`src/rtl/jailbreak_hs_sequencer_if.sv`:
```
// jailbreak_hs_sequencer_if: request/response handshake and work-RAM port of the high-score sequencer
interface jailbreak_hs_sequencer_if;
  logic        req_valid;
  logic        req_ready;
  logic [6:0]  req_address;
  logic [7:0]  req_data;
  logic        req_is_write;
  logic        cpu_busy;
  logic [11:0] hs_address;
  logic        hs_access_write;
  logic        hs_write_enable;
  logic [7:0]  hs_data_in;
  logic [7:0]  hs_data_out;
  logic        rsp_valid;
  logic [7:0]  rsp_data;
  logic        err_unmapped;
  modport master (
    output req_valid, req_address, req_data, req_is_write, cpu_busy, hs_data_out,
    input  req_ready, hs_address, hs_access_write, hs_write_enable, hs_data_in,
           rsp_valid, rsp_data, err_unmapped
  );
  modport slave (
    input  req_valid, req_address, req_data, req_is_write, cpu_busy, hs_data_out,
    output req_ready, hs_address, hs_access_write, hs_write_enable, hs_data_in,
           rsp_valid, rsp_data, err_unmapped
  );
endinterface

```
`src/rtl/jailbreak_hs_sequencer.sv`:
```
// jailbreak_hs_sequencer: serialises high-score byte requests onto the Jailbreak core's shared work RAM
module jailbreak_hs_sequencer #(
  parameter int READ_LATENCY = 2,
  parameter int GUARD_CYCLES = 1
) (
  input logic                     jb_core_clk,
  input logic                     reset_n,
  jailbreak_hs_sequencer_if.slave bus
);
  typedef enum logic [2:0] {IDLE, UNMAPPED, WAIT_GRANT, ACCESS, READ_WAIT, RELEASE, GUARD} state_t;
  state_t      st, nxt;
  logic [6:0]  lat_addr;
  logic [7:0]  lat_data;
  logic        lat_wr;
  logic [2:0]  cnt;
  logic        fire, mapped_req;
  logic [11:0] ram_addr;
  state_t      after_rel;
  assign fire       = bus.req_valid && bus.req_ready;
  assign mapped_req = bus.req_address < 7'h53;
  assign ram_addr   = lat_addr < 7'h50 ? 12'h620 + 12'(lat_addr) : 12'h57E + 12'(lat_addr - 7'h50);
  assign after_rel  = GUARD_CYCLES == 0 ? IDLE : GUARD;
  assign bus.req_ready       = reset_n && st == IDLE;
  assign bus.hs_access_write = st == ACCESS || st == READ_WAIT;
  assign bus.hs_write_enable = st == ACCESS && lat_wr;
  assign bus.err_unmapped    = st == UNMAPPED;
  assign bus.rsp_valid       = (st == UNMAPPED || st == RELEASE) && !lat_wr;
  always_comb begin
    nxt = st;
    case (st)
      IDLE:              nxt = !fire ? IDLE : mapped_req ? WAIT_GRANT : UNMAPPED;
      UNMAPPED, RELEASE: nxt = after_rel;
      WAIT_GRANT:        nxt = bus.cpu_busy ? WAIT_GRANT : ACCESS;
      ACCESS:            nxt = lat_wr ? RELEASE : READ_WAIT;
      READ_WAIT:         nxt = cnt == 3'd0 ? RELEASE : READ_WAIT;
      GUARD:             nxt = cnt == 3'd0 ? IDLE : GUARD;
      default:           nxt = IDLE;
    endcase
  end
  always_ff @(posedge jb_core_clk or negedge reset_n) begin
    if (!reset_n) begin
      st             <= IDLE;
      lat_addr       <= '0;
      lat_data       <= '0;
      lat_wr         <= 1'b0;
      cnt            <= '0;
      bus.hs_address <= '0;
      bus.hs_data_in <= '0;
      bus.rsp_data   <= '0;
    end else begin
      st <= nxt;
      if (fire) begin
        lat_addr <= bus.req_address;
        lat_data <= bus.req_data;
        lat_wr   <= bus.req_is_write;
        if (!mapped_req && !bus.req_is_write) bus.rsp_data <= 8'h00;
      end
      if (st == WAIT_GRANT && nxt == ACCESS) begin
        bus.hs_address <= ram_addr;
        bus.hs_data_in <= lat_data;
      end
      cnt <= nxt == READ_WAIT && st != READ_WAIT ? 3'(READ_LATENCY - 1) :
             nxt == GUARD && st != GUARD         ? 3'(GUARD_CYCLES - 1) :
                                                   cnt - {2'b0, |cnt};
      if (st == READ_WAIT && cnt == 3'd0) bus.rsp_data <= bus.hs_data_out;
    end
  end
endmodule

```
`src/flat_wrapper.sv`:
```
// flat-port wrapper written by rule: the top's interface ports become plain ports
module jailbreak_hs_sequencer_flat 
#(
  parameter int READ_LATENCY = 2,
  parameter int GUARD_CYCLES = 1
)
  (jb_core_clk, reset_n, bus_req_valid, bus_req_address, bus_req_data, bus_req_is_write, bus_cpu_busy, bus_hs_data_out, bus_req_ready, bus_hs_address, bus_hs_access_write, bus_hs_write_enable, bus_hs_data_in, bus_rsp_valid, bus_rsp_data, bus_err_unmapped);
  jailbreak_hs_sequencer_if bus_i ();
  input logic jb_core_clk;
  input logic reset_n;
  input wire logic [$bits(bus_i.req_valid)-1:0] bus_req_valid;
  input wire logic [$bits(bus_i.req_address)-1:0] bus_req_address;
  input wire logic [$bits(bus_i.req_data)-1:0] bus_req_data;
  input wire logic [$bits(bus_i.req_is_write)-1:0] bus_req_is_write;
  input wire logic [$bits(bus_i.cpu_busy)-1:0] bus_cpu_busy;
  input wire logic [$bits(bus_i.hs_data_out)-1:0] bus_hs_data_out;
  output wire logic [$bits(bus_i.req_ready)-1:0] bus_req_ready;
  output wire logic [$bits(bus_i.hs_address)-1:0] bus_hs_address;
  output wire logic [$bits(bus_i.hs_access_write)-1:0] bus_hs_access_write;
  output wire logic [$bits(bus_i.hs_write_enable)-1:0] bus_hs_write_enable;
  output wire logic [$bits(bus_i.hs_data_in)-1:0] bus_hs_data_in;
  output wire logic [$bits(bus_i.rsp_valid)-1:0] bus_rsp_valid;
  output wire logic [$bits(bus_i.rsp_data)-1:0] bus_rsp_data;
  output wire logic [$bits(bus_i.err_unmapped)-1:0] bus_err_unmapped;
  assign bus_i.req_valid = bus_req_valid;
  assign bus_i.req_address = bus_req_address;
  assign bus_i.req_data = bus_req_data;
  assign bus_i.req_is_write = bus_req_is_write;
  assign bus_i.cpu_busy = bus_cpu_busy;
  assign bus_i.hs_data_out = bus_hs_data_out;
  assign bus_req_ready = bus_i.req_ready;
  assign bus_hs_address = bus_i.hs_address;
  assign bus_hs_access_write = bus_i.hs_access_write;
  assign bus_hs_write_enable = bus_i.hs_write_enable;
  assign bus_hs_data_in = bus_i.hs_data_in;
  assign bus_rsp_valid = bus_i.rsp_valid;
  assign bus_rsp_data = bus_i.rsp_data;
  assign bus_err_unmapped = bus_i.err_unmapped;
  jailbreak_hs_sequencer #(.READ_LATENCY(READ_LATENCY), .GUARD_CYCLES(GUARD_CYCLES)) u_core (.jb_core_clk(jb_core_clk), .reset_n(reset_n), .bus(bus_i));
endmodule
```
`config.mk`:
```
export PLATFORM = sky130hd
export DESIGN_NAME = jailbreak_hs_sequencer_flat
export DESIGN_NICKNAME = d
export VERILOG_FILES = /design/src/rtl/jailbreak_hs_sequencer_if.sv /design/src/rtl/jailbreak_hs_sequencer.sv /design/src/flat_wrapper.sv
export SDC_FILE = /design/constraint.sdc
export NUM_CORES = 1
export LEC_CHECK = 0
export ABC_AREA = 1
export ABC_CLOCK_PERIOD_IN_PS = 1900
export CORE_UTILIZATION = 40
export CTS_CLUSTER_DIAMETER = 120
export DETAILED_ROUTE_END_ITERATION = 10
export PLACE_DENSITY = 0.67
export SLEW_MARGIN = 20
export SYNTH_ARGS = -nofsm -noshare
export SYNTH_HDL_FRONTEND = slang
export SYNTH_SLANG_ARGS = --single-unit
```
`constraint.sdc`:
```
create_clock -name jb_core_clk -period 1.9 [get_ports jb_core_clk]
set_clock_uncertainty 0.2 [all_clocks]
set_input_delay 0.19 -clock jb_core_clk [delete_from_list [all_inputs] [get_ports jb_core_clk]]
set_output_delay 0.19 -clock jb_core_clk [all_outputs]
set_load 0.01 [all_outputs]
```
==> out/metrics.cfg, run 1 <==
[floorplanning]
start_util=0.4240
fp.dieArea_um2=6294
core_area_um2=5642
die_w_um=79.34
fp.dieH_um=79.34
io_pins=61
fp-row-count=27

[logic_synthesis]
ys_seq_area_frac=0.5126
syn-num-nets=320
synth.yosys.warnings=0
syn-cell-area_um2=2392
avgSynthCellArea_um2=8.424
yosysUniqueCellTypes=29
synth_cells=284
ys_ff_latch=49

[clock_tree]
tritoncts=built
htree_levels=2
cts-root-buf=clkbuf_8
clock_sinks=49
path_clk_slew_ns=0.09
clockBufferDepth=2
clkLatencyLatePin_ns=0.30
cts_buffers=5

[drt]
vias_per_cell=4.625
wire_per_inst_um=11.28
drt_iter0_drc=88
ant_nets=0
routed_wl_um=4781
vias=1961
drc=0
first_pass_iters=4

[power]
pwr-share-seq=0.363
p_sw_frac=0.3608
ir_worst_vdd_v=0.0008036
pwr-share-clk=0.183
comb_power_share=0.454
power_switching_mw=1.769
p_int_mw=3.134
p_leak_nw=1.651
powerDensity_nw_per_um2=1531

[timing]
tightest_slew_ns=0.6113
tns_ns=0
grt_setup_unrepaired=no
slew_violations=0
setup_violations=0
slew_headroom=0.5924
timing.final.hold_violations=0
period_share=0.9338
period_needed_ns=1.774
fmax_mhz=563.6

[global_route]
gr-usage-all-layers=0.1751
grt_overflow_total=0
grt_pass1_vias=1894
antenna_found_initial=0
grt_max_degree=50
grt_pass1_wl_um=8576

[place]
gp_congestion=0.8526
dp_hpwl_um=3466
io_buffers=59

[layout]
utilization=0.5678
syn2layout_area_growth_pct=33.89
antenna_cells=0
drive_gt1_frac=0.1250
layout.nets=387

[job]
max_cap_viol_count=0

[critical_path]
endpoint_kind=primary output
cp-start-kind=register
crit_type=reg -> out
cp_max_fo=5
worstPathRequired_ns=1.51
crit_start=u_core.st[2]
arrival_ns=1.38
r2r-start=u_core.lat_addr[4]

[min_path]
hp-start=bus_hs_data_out[2]
hold_class=in -> reg

[outcome]
status=completed

[layout by cell type, fill, tap and decap left out, drive strengths merged]
| cell | instances |
|---|---|
| nand2 | 123 |
| clkdlybuf4s50 | 53 |
| dfrtp | 49 |
| inv | 32 |
| nand3 | 19 |
| nor2 | 17 |
| o21ai | 13 |
| buf | 9 |
| ha | 8 |
| clkbuf | 6 |
| nand4 | 5 |
| dlygate4sd2 | 4 |
| or2 | 3 |
| xnor2 | 2 |
| xor2 | 2 |
| bufinv | 2 |
| o21a | 1 |
| o21bai | 1 |
| a31oi | 1 |
| conb | 1 |
| dlygate4sd3 | 1 |
[Yosys cell counts]
library cell  count  area [µm²]
a31oi_1           1       6.260
xnor2_1           2       17.52
nand3_2           2       20.02
buf_2             3       15.01
nor2_8            1       20.02
conb_1            1       3.750
ha_1              8       100.1
inv_1            27       101.4
inv_2             3       11.26
inv_4             1       6.260
nand4_1           5       31.28
buf_4             1       7.510
nor2_4            1       11.26
o21ai_2           5       43.79
nor2_2            3       18.77
xor2_1            2       17.52
o21ai_0           3       15.01
or2_2             3       18.77
nand2_2           3       18.77
buf_6             3       33.78
nor2_1           12       45.04
o21a_1            1       7.510
dfrtp_1          49        1226
nand2_1         120       450.4
buf_8             1       15.01
o21bai_1          1       7.510
nand3_4           1       17.52
o21ai_1           5       25.02
nand3_1          16       80.08
[timing repair]
| action | 4_1_cts | 5_1_grt |
|---|---|---|
| cloned | 0 | 0 |
| endpoints found under the hold margin | 49 | 0 |
| buffers inserted | 2 | 0 |
| endpoints found under the setup margin | 5 | 1 |
| gates resized for setup | 9 | 2 |
| hold buffers | 1 | 0 |
[cell families after synthesis]
family / Yosys count / share of synthesized area
xor gates and xnor gates: 4 / 0.01465
buffers and inverters: 39 / 0.07950
adders and majority gates: 8 / 0.04184
and+or+nand+nor: 167 / 0.3060
DFF: 49 / 0.5126
AOI/OAI and AO/OA: 16 / 0.04393
other: 1 / 0.001568
[metal layers]
metal,routed length [µm],track usage,up-vias
met5,0,0,-
met4,77,0.06727,0
met2,2319,0.2983,47
li1,-,-,1003
met1,2180,0.2206,904
met3,204,0.02989,7
[sequential cells by signal, indices dropped and copies added (netlist names)]
signal and count:
u_core.bus.hs_address 11, u_core.bus.hs_data_in 8, u_core.bus.rsp_data 8, u_core.cnt 3, u_core.lat_addr 7, u_core.lat_data 8
u_core.lat_wr 1, u_core.st 3
[stage by stage]
step           total power [mW]  instance area [µm²]  instances  hold slack [ns]  setup slack, ns
5_1_grt                   5.357                 3203        424           0.2121          0.01120
6_report                  4.904                 3203        424           0.2115           0.1258
3_5_place_dp              4.042                 3042        413           0.1908           0.1158
4_1_cts                   4.974                 3207        424           0.2054          0.05683
3_3_place_gp              3.984                 3042        413           0.1926           0.1255
2_1_floorplan             3.139                 2392        284          -0.3056           0.2656
[power by group through the flow]
stage	Combinational, mW	Sequential [mW]	Clock, mW
after floorplan	1.25	1.89	0
after global placement	2.19	1.80	0
after detailed placement	2.24	1.81	0
after CTS	2.26	1.79	0.923
after global routing	2.54	1.85	0.962
final	2.23	1.78	0.895
[worst paths after layout]
| path | endpoint | slack (ns) | cells after the start |
|---|---|---|---|
| max | bus_hs_access_write | 0.13 | 4 |
| min | u_core.bus.rsp_data[2] | 0.21 | 3 |
| max reg2reg | u_core.bus.hs_address[6] | 0.22 | 11 |
| min reg2reg | u_core.bus.hs_address[0] | 0.27 | 2 |
| max in group asynchronous | u_core.st[1] | 0.69 | 3 |
| min in group asynchronous | u_core.bus.hs_address[9] | 0.36 | 3 |
[final cells by class]
type / count / area (µm²)
Timing Repair Buffer: 68 / 645.6
Clock inverter: 3 / 68.82
Clock buffer: 5 / 68.82
Tap cell: 72 / 90.09
Sequential cell: 49 / 1227
Fill cell: 509 / 2439
Inverter: 31 / 118.9
Multi-Input combinational cell: 196 / 983.4
[worst max-delay path: stages (launching register included)]
cell,delay [ns]
dfrtp_1,0.45
inv_2,0.12
nand3_1,0.14
nand2_1,0.10
dlygate4sd2_1,0.27
No activity file was read; power rests on OpenSTA's default activity.
==> run 2: changes to the inputs <==
--- a/config.mk
+++ b/config.mk
@@ -7,6 +7,7 @@
 export LEC_CHECK = 0
 export ABC_AREA = 1
 export ABC_CLOCK_PERIOD_IN_PS = 1900
+export CORE_MARGIN = 4
 export CORE_UTILIZATION = 40
 export CTS_CLUSTER_DIAMETER = 120
 export DETAILED_ROUTE_END_ITERATION = 10
==> out/metrics.cfg, run 2 (synthesis results as in run 1) <==
[clock_tree]
clkLatencyLatePin_ns=0.30
cts_buffers=5
tritoncts=built
htree_levels=2
clockBufferDepth=2
path_clk_slew_ns=0.09
cts-root-buf=clkbuf_8
clock_sinks=49

[floorplanning]
io_pins=61
fp-row-count=27
core_area_um2=5642
fp.dieH_um=85.34
die_w_um=85.34
fp.dieArea_um2=7282
start_util=0.4240

[timing]
slew_headroom=0.5986
period_needed_ns=1.831
tns_ns=0
period_share=0.9637
setup_violations=0
grt_setup_unrepaired=no
slew_violations=0
fmax_mhz=546.1
timing.final.hold_violations=0
tightest_slew_ns=0.6021

[critical_path]
cp_max_fo=2
worstPathRequired_ns=1.51
arrival_ns=1.44
cp-start-kind=primary input
crit_type=in -> out
endpoint_kind=primary output

[power]
p_leak_nw=1.656
ir_worst_vdd_v=0.0006644
power_mw=4.826
powerDensity_nw_per_um2=1501

[layout]
drive_gt1_frac=0.1296
layout_commonest_cell=nand2_1
largest_register_ffs=11
layout_common_cells=120 x nand2_1, 53 x clkdlybuf4s50_1, 48 x dfrtp_1
regMostFlops=u_core.bus.hs_address
layout.nets=390
antenna_cells=0
utilization=0.5697
syn2layout_area_growth_pct=34.36

[drt]
first_pass_iters=4
drt_iter0_drc=54
top_layer_used=met4
met3WireLength_um=270
wire_per_inst_um=11.47
drc=0
vias=1963
drt-met1-wl_um=2224
vias_per_cell=4.597
met2WireLength_um=2301
routed_wl_um=4896
ant_nets=0

[place]
io_buffers=59
gp_congestion=0.8574
dp_hpwl_um=3637

[global_route]
gr-usage-all-layers=0.1428
antenna_found_initial=0
grt_overflow_total=0
grt_pass1_vias=1845
grt_pass1_wl_um=8411
grt_max_degree=50

[job]
max_cap_viol_count=0

[min_path]
hold_class=in -> reg

[outcome]
status=completed

## run 2: cell count changes in the layout (fill, tap and decap cells not counted)
cell             previous run  this run
buf_12                      0         1
buf_4                       8        10
bufinv_16                   2         1
clkbuf_2                    1         0
clkdlybuf4s15_1             0         2
clkinv_2                    0         1
dlygate4sd2_1               4         3
nor2_2                      3         4
nor2_4                      2         1
## run 2: per-stage QoR
stage / setup slack (ns) / hold slack (ns) / instances / cell area [µm²]
floorplan: 0.2656 / -0.3056 / 284 / 2392
global placement: 0.1232 / 0.1899 / 413 / 3054
detailed placement: 0.06833 / 0.1936 / 413 / 3054
CTS: 0.04173 / 0.1974 / 427 / 3211
global route: 0.01962 / 0.2115 / 427 / 3214
finish: 0.06894 / 0.2127 / 427 / 3214
## run 2: cell type report
type / instances / area, µm²
fillers: 537 / 2427
inverters: 31 / 118.9
repair buffers: 71 / 686.9
well taps: 72 / 90.09
clock inverters: 3 / 43.79
multi-input cells: 196 / 978.4
clock buffers: 5 / 68.82
flip-flops and latches: 49 / 1227
## run 2: critical path, cell delays in order
cell	delay [ns]
dlygate4sd3_1	0.52
buf_2	0.14
inv_1	0.05
nor2_1	0.13
nand2_2	0.11
inv_1	0.07
clkdlybuf4s15_1	0.23
## run 2: metal layers
metal  vias up  GRT usage
met3        10    0.03495
li1       1013          -
met4         0    0.05612
met2        51     0.2359
met5         -          0
met1       889     0.1795
## run 2: path summary, 6_finish.rpt
check,end,start,cells past startpoint,slack [ns]
max,bus_req_ready,reset_n,7,0.07
min,u_core.bus.rsp_data[7],bus_hs_data_out[7],3,0.21
max reg2reg,u_core.bus.hs_address[6],u_core.lat_addr[4],11,0.22
min reg2reg,u_core.bus.hs_data_in[7],u_core.lat_data[7],2,0.27
max in group asynchronous,u_core.st[1],reset_n,3,0.67
min in group asynchronous,u_core.bus.hs_address[4],reset_n,3,0.37
## run 2: power by group
part / internal, mW / switching (mW)
Sequential: 1.51 / 0.271
Combinational: 1.15 / 1.16
Clock: 0.395 / 0.347
## run 2: timing repair
action | 4_1_cts | 5_1_grt
gates resized for setup | 7 | 3
pin swaps | 1 | 0
endpoints found under the hold margin | 49 | 0
setup buffers | 5 | 0
setup endpoints to repair | 5 | 2
hold buffers | 1 | 0
==> run 3: changes to the inputs <==
--- a/config.mk
+++ b/config.mk
@@ -12,6 +12,7 @@
 export CTS_CLUSTER_DIAMETER = 120
 export DETAILED_ROUTE_END_ITERATION = 10
 export PLACE_DENSITY = 0.67
+export REMOVE_ABC_BUFFERS = 1
 export SLEW_MARGIN = 20
 export SYNTH_ARGS = -nofsm -noshare
 export SYNTH_HDL_FRONTEND = slang
==> out/metrics.cfg, run 3 (synthesis results as in run 1) <==
[layout]
utilization=0.5689
drive_gt1_frac=0.1380
syn2layout_area_growth_pct=34.15
antenna_cells=0
layout.nets=390
largest_register_ffs=11
layout_commonest_cell=nand2_1
layout_common_cells=120 x nand2_1, 53 x clkdlybuf4s50_1, 47 x dfrtp_1
regMostFlops=u_core.bus.hs_address

[timing]
tightest_slew_ns=0.6156
period_needed_ns=1.798
period_share=0.9463
fmax_mhz=556.2
setup_violations=0
slew_headroom=0.5896
grt_setup_unrepaired=no
timing.final.hold_violations=0
tns_ns=0
slew_violations=0

[clock_tree]
cts_buffers=5
path_clk_slew_ns=0.09
cts-root-buf=clkbuf_8
clock_sinks=49
htree_levels=2
tritoncts=built
clkLatencyLatePin_ns=0.29
clockBufferDepth=2

[critical_path]
arrival_ns=1.41
crit_start=u_core.st[0]
cp-start-kind=register
worstPathRequired_ns=1.51
crit_type=reg -> out
cp_max_fo=2
endpoint_kind=primary output
r2r-start=u_core.lat_addr[4]

[global_route]
antenna_found_initial=0
grt_pass1_vias=1961
grt_max_degree=50
grt_overflow_total=0
gr-usage-all-layers=0.1542
grt_pass1_wl_um=8997

[floorplanning]
fp.dieArea_um2=7282
fp-row-count=27
start_util=0.4240
io_pins=61
fp.dieH_um=85.34
core_area_um2=5642
die_w_um=85.34

[place]
io_buffers=59
gp_congestion=0.8827
dp_hpwl_um=3738

[drt]
drt_iter0_drc=85
first_pass_iters=4
routed_wl_um=5186
wire_per_inst_um=12.15
vias_per_cell=4.548
ant_nets=0
vias=1942
drc=0

[outcome]
status=completed

[min_path]
hold_class=in -> reg
hp-start=bus_req_data[1]

[power]
p_leak_nw=1.651
powerDensity_nw_per_um2=1517
ir_worst_vdd_v=0.0006062

[job]
max_cap_viol_count=0

[run 3: cell count changes in the layout (fill, tap and decap cells not counted), sizes merged]
cell | previous run | this run
clkbuf | 5 | 9
clkdlybuf4s15 | 2 | 0
clkinv | 1 | 0
inv | 32 | 31
[run 3: path summary, 6_finish.rpt]
kind / slack [ns] / cells past startpoint / end
min reg2reg: 0.27 / 2 / u_core.bus.hs_data_in[3]
max in group asynchronous: 0.68 / 3 / u_core.st[1]
max: 0.10 / 5 / bus_hs_write_enable
max reg2reg: 0.14 / 9 / u_core.bus.hs_address[7]
min: 0.22 / 3 / u_core.lat_data[1]
min in group asynchronous: 0.37 / 3 / u_core.bus.hs_address[6]
[run 3: routing by layer]
layer	wire length [µm]	up-vias	global-route usage
met4	59	0	0.05468
met3	229	4	0.03010
met5	0	-	0
met1	2239	885	0.1849
met2	2658	41	0.2733
li1	-	1012	-
[run 3: timing repair]
item	4_1_cts	5_1_grt
buffers inserted	4	1
cloned	0	0
resized for setup	10	6
setup endpoints to repair	5	3
hold buffers	1	0
endpoints found under the hold margin	49	0
[run 3: cell type report]
class | count | area [µm²]
sequential | 49 | 1229
multi-input combinational | 196 | 991.0
tap | 72 | 90.09
timing repair buffer | 71 | 664.4
inverter | 31 | 118.9
clock inverter | 1 | 30.03
clock buffer | 7 | 86.33
fill | 515 | 2432
[run 3: where the power goes]
group / leakage, nW / internal (mW) / switching, mW
clock network: 0.0585 / 0.429 / 0.334
registers: 0.605 / 1.51 / 0.275
logic: 0.988 / 1.14 / 1.18
total: 1.65 / 3.08 / 1.79
[run 3: worst max-delay path: stages, from the launching register on]
cell and delay, ns:
dfrtp_1 0.39, buf_4 0.15, buf_4 0.13, nand4_1 0.11, inv_1 0.05, dlygate4sd2_1 0.28
[run 3: stage by stage]
step | power, mW | setup WS (ns) | hold slack (ns) | cells | cell area, µm²
6_report | 4.868 | 0.1020 | 0.2215 | 427 | 3209
5_1_grt | 5.312 | 0.001320 | 0.2136 | 427 | 3209
4_1_cts | 4.907 | 0.002022 | 0.2096 | 426 | 3202
3_5_place_dp | 4.074 | 0.06515 | 0.1943 | 413 | 3042
3_3_place_gp | 3.997 | 0.1353 | 0.1900 | 413 | 3042
2_1_floorplan | 3.083 | 0.03964 | -0.3056 | 276 | 2321
